$ cat src/rtl/alg_sample_sequencer.sv
// alg_sample_sequencer
// Sits between the incoming-sample FIFO and the moving-average detection
// datapath. A start command begins a run of sample_count samples. Each sample
// is popped from the FIFO and has the zero-centerline offset removed. It is
// then offered to the datapath over a valid/ready handshake. The block tracks
// the sample index, flags when the long moving-average window has filled, and
// pulses done at the end of the run.
//
// Ports
//   clk, rst      system clock, asynchronous active-high reset
//   start         begin a run (only looked at while idle)
//   abort         end the current run immediately, no done pulse
//   sample_count  samples in the run, captured when start is accepted
//   fifo_empty    sample FIFO has nothing to pop
//   fifo_rdata    FIFO read data, valid the cycle after fifo_rd_en
//   fifo_rd_en    FIFO pop strobe (combinational, only in FETCH)
//   out_valid     out_data holds a sample for the datapath
//   out_ready     datapath accepts the sample
//   out_data      signed sample, fifo_rdata - DATA_OFFSET (mod 2^DATA_WIDTH)
//   out_warm      long moving-average window is full for this sample
//   sample_idx    0-based index of the current or next sample
//   busy          run in progress
//   done          one-cycle end-of-run pulse
module alg_sample_sequencer #(
    parameter int DATA_WIDTH  = 11,
    parameter int CTR_WIDTH   = 22,
    parameter int DATA_OFFSET = 1024,
    parameter int N_LONG      = 32
) (
    input  logic                  clk,
    input  logic                  rst,
    input  logic                  start,
    input  logic                  abort,
    input  logic [CTR_WIDTH-1:0]  sample_count,
    input  logic                  fifo_empty,
    input  logic [DATA_WIDTH-1:0] fifo_rdata,
    output logic                  fifo_rd_en,
    output logic                  out_valid,
    input  logic                  out_ready,
    output logic [DATA_WIDTH-1:0] out_data,
    output logic                  out_warm,
    output logic [CTR_WIDTH-1:0]  sample_idx,
    output logic                  busy,
    output logic                  done
);

    localparam logic [DATA_WIDTH-1:0] OFFSET_C   = DATA_WIDTH'(DATA_OFFSET);
    localparam logic [CTR_WIDTH-1:0]  WARM_IDX_C = CTR_WIDTH'(N_LONG - 1);
    localparam logic [CTR_WIDTH-1:0]  CTR_ONE_C  = CTR_WIDTH'(1);
    localparam logic [CTR_WIDTH-1:0]  CTR_ZERO_C = {CTR_WIDTH{1'b0}};

    typedef enum logic [2:0] {
        ST_IDLE    = 3'd0,
        ST_FETCH   = 3'd1,
        ST_WAIT    = 3'd2,
        ST_PRESENT = 3'd3,
        ST_DONE    = 3'd4
    } state_t;

    state_t                 state_r;
    state_t                 state_next_s;
    logic [CTR_WIDTH-1:0]   count_r;
    logic [CTR_WIDTH-1:0]   count_next_s;
    logic [CTR_WIDTH-1:0]   idx_next_s;
    logic                   load_data_s;
    logic                   warm_next_s;

    // Next-state, counter and FIFO-pop decode; abort overrides everything
    always_comb begin
        state_next_s = state_r;
        count_next_s = count_r;
        idx_next_s   = sample_idx;
        load_data_s  = 1'b0;
        fifo_rd_en   = 1'b0;
        if (abort) begin
            // In IDLE this simply keeps the block idle, so abort there is a no-op.
            state_next_s = ST_IDLE;
        end else begin
            case (state_r)
                ST_IDLE: begin
                    if (start) begin
                        if (sample_count != CTR_ZERO_C) begin
                            count_next_s = sample_count;
                            idx_next_s   = CTR_ZERO_C;
                            state_next_s = ST_FETCH;
                        end else begin
                            state_next_s = ST_DONE;
                        end
                    end else begin
                        state_next_s = ST_IDLE;
                    end
                end
                ST_FETCH: begin
                    if (!fifo_empty) begin
                        fifo_rd_en   = 1'b1;
                        state_next_s = ST_WAIT;
                    end else begin
                        state_next_s = ST_FETCH;
                    end
                end
                ST_WAIT: begin
                    load_data_s  = 1'b1;
                    state_next_s = ST_PRESENT;
                end
                ST_PRESENT: begin
                    if (out_ready) begin
                        if (sample_idx == (count_r - CTR_ONE_C)) begin
                            state_next_s = ST_DONE;
                        end else begin
                            idx_next_s   = sample_idx + CTR_ONE_C;
                            state_next_s = ST_FETCH;
                        end
                    end else begin
                        state_next_s = ST_PRESENT;
                    end
                end
                ST_DONE: begin
                    state_next_s = ST_IDLE;
                end
                default: begin
                    state_next_s = ST_IDLE;
                end
            endcase
        end
    end

    // The index does not change on entry to PRESENT or while there, so the next index decides warm-up.
    always_comb begin
        warm_next_s = 1'b0;
        if (state_next_s == ST_PRESENT) begin
            warm_next_s = (idx_next_s >= WARM_IDX_C);
        end else begin
            warm_next_s = 1'b0;
        end
    end

    // State, run length and index registers
    always_ff @(posedge clk or posedge rst) begin
        if (rst) begin
            state_r    <= ST_IDLE;
            count_r    <= CTR_ZERO_C;
            sample_idx <= CTR_ZERO_C;
        end else begin
            state_r    <= state_next_s;
            count_r    <= count_next_s;
            sample_idx <= idx_next_s;
        end
    end

    // Status outputs are registered from the next state so they line up with it.
    always_ff @(posedge clk or posedge rst) begin
        if (rst) begin
            out_valid <= 1'b0;
            out_warm  <= 1'b0;
            busy      <= 1'b0;
            done      <= 1'b0;
        end else begin
            out_valid <= (state_next_s == ST_PRESENT);
            out_warm  <= warm_next_s;
            busy      <= (state_next_s != ST_IDLE);
            done      <= (state_next_s == ST_DONE);
        end
    end

    // Offset-corrected sample capture. An abort in WAIT leaves load_data_s low,
    // so the popped sample is dropped. The subtraction wraps, giving two's complement.
    always_ff @(posedge clk or posedge rst) begin
        if (rst) begin
            out_data <= {DATA_WIDTH{1'b0}};
        end else if (load_data_s) begin
            out_data <= fifo_rdata - OFFSET_C;
        end else begin
            out_data <= out_data;
        end
    end

endmodule
$ cat config.mk
export PLATFORM = sky130hd
export DESIGN_NAME = alg_sample_sequencer
export DESIGN_NICKNAME = d
export VERILOG_FILES = /design/src/rtl/alg_sample_sequencer.sv
export SDC_FILE = /design/constraint.sdc
export NUM_CORES = 1
export LEC_CHECK = 0
export CAP_MARGIN = 20
export CORE_UTILIZATION = 40
export CTS_CLUSTER_SIZE = 8
export DETAILED_ROUTE_END_ITERATION = 8
export HOLD_SLACK_MARGIN = 0.1
export SLEW_MARGIN = 20
export SYNTH_ARGS = -nofsm -noshare
export SYNTH_HDL_FRONTEND = slang
export SYNTH_SLANG_ARGS = --single-unit
$ cat constraint.sdc
create_clock -name clk -period 4.75 [get_ports clk]
set_input_delay 0.95 -clock clk [delete_from_list [all_inputs] [get_ports clk]]
set_output_delay 0.95 -clock clk [all_outputs]
set_load 0.02 [all_outputs]
# Word-level counts from Yosys, hierarchy flattened

Cells that the tools add are included.

Output and inout port bits: 38
Memory bits (read-only): 0
Register bits: 62
Word-level logic and storage cells: 42
Bits in writable memories: 0
Latch bits: 0
Memories: 0
Bits of input ports: 39

Add/sub/neg operators: 3
Reductions and logical operators: 4
Shifts and indexed selects: 0
Multiply operators: 0
Eq/ne operators: 6
Multiplexer cells: 19
Bitwise logic cells: 1
$lt $le $gt $ge: 1
Divide/modulo/power cells: 0

Operators by type and width:

| kind                   | count |
|---|---|
| $mux 22                | 5 |
| $pmux 22 s2            | 1 |
| $add 22x1->22 const B  | 1 |
| $eq 22x22->1           | 1 |
| $ge 22x5->1 const B    | 1 |
| $reduce_bool 22->1     | 1 |
| $sub 22x1->22 const B  | 1 |
| $mux 3                 | 5 |
| $pmux 3 s4             | 1 |
| $sub 11x11->11 const B | 1 |
| $eq 3x2->1 const B     | 3 |
| $mux 1                 | 6 |
| $reduce_and 4->1       | 1 |
| $eq 3x1->1 const B     | 1 |
| $eq 3x3->1 const B     | 1 |
| $logic_not 3->1        | 1 |
| $reduce_bool 3->1      | 1 |
| $mux 2                 | 1 |
| $not 1->1              | 1 |

# Depth between registers and ports, before layout

Depth in word-level cells: 8
Mapped depth: 15
Gate-level depth less buffers: 13

# Worst setup path after synthesis

No wires, ideal clock.

Path type: reg-to-reg
Start point: reg count_r[0]
End point: reg out_warm
Setup time: 0.142 ns
Required time: 4.608 ns
Path slack: 1.036 ns
Buffers on the path: 2
Stages on the path, launching flop included: 16
Arrival time: 3.573 ns
Clock period less this slack: 3.714 ns
Cells stage by stage: dfrtp_1 > inv_1 > ha_1 > clkbuf_2 > nor4b_4 > nand2_1 > xnor2_1 > a2111oi_0 > nor4_4 > and3_1 > buf_2 > nor3_2 > a21oi_1 > or4b_1 > nor4_2 > a41oi_1

Word-level cells in the longest chain between the ends: 8
Elaborated cells on any way between the ends: 13
Those cells by class: add/sub (1); order compare (1); eq/ne (2); mux (9)

RTL lines:

| what                                      | line     | RTL |
|---|---|---|
| from (decl)                               | 62       | `logic [CTR_WIDTH-1:0] count_r;` |
| from (signal assigned)                    | 145      | `count_r <= count_next_s;` |
| $sub 22x1->22 *                           | 107      | `if (sample_idx == (count_r - CTR_ONE_C)) begin` |
| $eq 22x22->1 *                            | 107      |  |
| $mux 22 or $mux 3 (tied branches)         | 107      |  |
| $mux 22 or $mux 3 (tied branches)         | 106      | `if (out_ready) begin` |
| $pmux 22 s2 or $pmux 3 s4 (tied branches) | 79       | `case (state_r)` |
| $mux 22 or $mux 3 (tied branches)         | 75       | `if (abort) begin` |
| $ge 22x5->1 or $eq 3x2->1 (tied branches) | 131, 130 |  |
| $mux 1 *                                  | 130      | `if (state_next_s == ST_PRESENT) begin` |
| via warm_next_s                           | 66       | `logic warm_next_s;` |
| to (signal assigned)                      | 159      | `out_warm <= warm_next_s;` |
| to (decl)                                 | 41       | `output logic out_warm,` |

Mark *: on every way through the listed nets, which the timed path passes. The rest lies on a longest branch.
A chain may end at the register's enable or synchronous reset.

# Final worst setup path

Same ends and word-level chain as after synthesis.

==> results.sh <==
export IMPL_period_share=0.864
export IMPL_ctsHoldBuffers=0
export IMPL_cts_inserted_buffers=9
export IMPL_multi_input_area_sq_mm=0.00231
export IMPL_nFillCells=945
export IMPL_post_cts_resized=0
export IMPL_io_pins=77
export IMPL_rsz0062_at_grt="false"
export IMPL_htreeDepth=3
export IMPL_p_leak_nw=2.22
export IMPL_syn_nets=466
export IMPL_max_cap_viol_count=0
export IMPL_fin_skew_ns=0.0128
export IMPL_wl_um=11300
export IMPL_floorplan_initialDensity=0.412
export IMPL_hp_class="reg -> reg"
export IMPL_yosysSeqAreaShare=0.387
export IMPL_synth_distinct_cells=69
export IMPL_worst_slack_ns=0.645
export IMPL_slew_viol_final=0
export IMPL_drtIter0Drc=190
export IMPL_grt_max_degree=42
export IMPL_antenna_found_initial=0
export IMPL_grt_pass1_wl_um=18700
export IMPL_synth_edff_count=0
export IMPL_path_max_fanout=9
export IMPL_synth_warnings=0
export IMPL_dpl_worst_slack_ns=0.641
export IMPL_cts_max_path_buffers=2
export IMPL_synth_top_cell_by_area="dfrtp_1"
export IMPL_wl_per_cell_um=17.9
export IMPL_status="finished clean"
export IMPL_core_sq_mm=0.00973
export IMPL_path_class="reg -> reg"
export IMPL_yosysTopAreaCellShare=0.387
export IMPL_slew_headroom=0.422
export IMPL_cp_end_kind="flip-flop"
export IMPL_antenna_cells=0
export IMPL_syn_to_final_growth_pct=27.6
export IMPL_firstDrtPassIters=4
export IMPL_cp_data_required_time_ns=4.96
export IMPL_synth_avg_cell_area_sq_um=9.42
export IMPL_powerDensity_mw_per_mm2=367
export IMPL_cp_arrival_ns=4.32
export IMPL_final_cell_mix="clkdlybuf4s50_1 (76), dfrtp_1 (62), nor2_1 (34)"
export IMPL_cts_sinks=62
export IMPL_ant_nets=0
export IMPL_seq_area_sq_mm=0.00155
export IMPL_cts_setup_buffers=0
export IMPL_via_per_inst=5.73
export IMPL_worstSetupStartpointType="flip-flop"
export IMPL_overflow=0
export IMPL_die_w_um=102
export IMPL_setup_viol=0
export IMPL_synth_area_leaders="dfrtp_1 (39%), mux2_2 (8.7%), nor2_1 (3.4%), and3_1 (3.3%), xor2_1 (3.1%)"
export IMPL_synthCells=425
export IMPL_cts_root_buffer="clkbuf_8"
export IMPL_synthFlopType="dfrtp_1"
export IMPL_drc=0
export IMPL_port_buffers=76
export IMPL_ir_drop_mv=0.243
export IMPL_worst_slew_pin_slew_ns=0.866
export IMPL_synth_area_sq_mm=0.00401
export IMPL_drive_gt1_frac=0.152
export IMPL_gp_congestion=0.939
export IMPL_vias=3619
export IMPL_die_h_um=102
export IMPL_die_area_sq_mm=0.0104
export IMPL_period_needed_ns=4.10
export IMPL_postSynthRegisterBits=62
export IMPL_fmax_mhz=244
export IMPL_synthArstFlopShare=1.00
export IMPL_mostFrequentLayoutCell="clkdlybuf4s50_1"
export IMPL_timing_setup_tns_ns=0
export IMPL_dp_final_hpwl_um=8310
export IMPL_clk_latency_ns=0.35
export IMPL_final_hold_viol_count=0
export IMPL_clk_pin_slew_ns=0.07
export IMPL_tritoncts="yes"
export IMPL_first_global_vias=3628
export IMPL_grt_total_usage=0.234
export IMPL_finalNetCount=535
export IMPL_rows=36
-- worst max-delay path, stage by stage (launching register included) --
cell and delay (ns):
dfrtp_1 0.45, inv_1 0.12, ha_1 0.35, nor4b_4 0.39, nand2_1 0.14, xnor2_1 0.15, a2111oi_0 0.72, nor4_4 0.07
and3_1 0.29, nor3_2 0.36, a21oi_1 0.13, or4b_1 0.52, nor4_2 0.14, a41oi_1 0.13
-- cell type report --
cell class,instances,area share
clock inverters,3,0.0127
multi-input cells,327,0.452
flip-flops and latches,62,0.304
clock buffers,13,0.0331
inverters,13,0.00955
well taps,133,0.0326
repair buffers,81,0.156
-- through the flow --
stage,utilization,instance area [sq um],hold WS [ns],instances,power (mW)
final,0.525,5110,0.510,632,1.88
after global routing,0.525,5110,0.535,632,1.97
after CTS,0.524,5100,0.519,632,1.90
after detailed placement,0.500,4870,0.496,616,1.33
after global placement,0.500,4870,0.489,616,1.32
after floorplan,-,4010,0.501,425,1.11
-- power breakdown --
part	switching, mW	leakage (nW)	internal [mW]
logic	0.274	1.30	0.289
clock network	0.214	0.120	0.338
registers	0.136	0.793	0.626
total	0.624	2.22	1.25
-- synthesized netlist by cell type (all sizes together), types with 6 or more instances --
| cell | number |
|---|---|
| dfrtp | 62 |
| nor2 | 36 |
| mux2 | 31 |
| nand2 | 31 |
| o21ai | 23 |
| and3 | 21 |
| clkbuf | 19 |
| a21oi | 16 |
| nor4 | 16 |
| nor3 | 15 |
| xor2 | 14 |
| inv | 13 |
| nand4 | 10 |
| xnor2 | 10 |
| nand3 | 9 |
| or3 | 9 |
| and2 | 6 |
-- sequential cells by signal (all words and copies together), names as in the netlist --
| register | flops |
|---|---|
| busy | 1 |
| done | 1 |
| out_data | 11 |
| sample_idx | 22 |
| out_warm | 1 |
| out_valid | 1 |
| count_r | 22 |
| state_r | 3 |
-- path summary, 6_finish.rpt --
check                            start  cells past startpoint  slack, ns           to
min in group asynchronous          rst                      2       1.11  out_data[0]
max in group asynchronous          rst                      3       2.80  count_r[16]
hold reg to reg            out_data[1]                      1       0.51  out_data[1]
setup / recovery            count_r[0]                     13       0.65     out_warm
hold / removal             out_data[1]                      1       0.51  out_data[1]
setup reg to reg            count_r[0]                     13       0.65     out_warm
-- kinds of logic after synthesis --
family                   Yosys count  share of synthesized area
XOR/XNOR                          24                     0.0544
AO/OA/AOI/OAI                     84                      0.144
flip-flops                        62                      0.387
multiplexers                      37                      0.105
buffers and inverters             36                     0.0384
AND/OR/NAND/NOR                  180                      0.264
adder cells (fa/ha/maj)            2                    0.00625
-- per-layer routing --
layer,wire (um),share of wire,up-vias,track usage
met5,0,0,-,0
met4,92,0.0081,0,0.0560
met3,678,0.060,7,0.0513
met2,5350,0.47,119,0.383
met1,5200,0.46,1780,0.315
li1,-,-,1713,-
(Power assumes the default switching activity.)
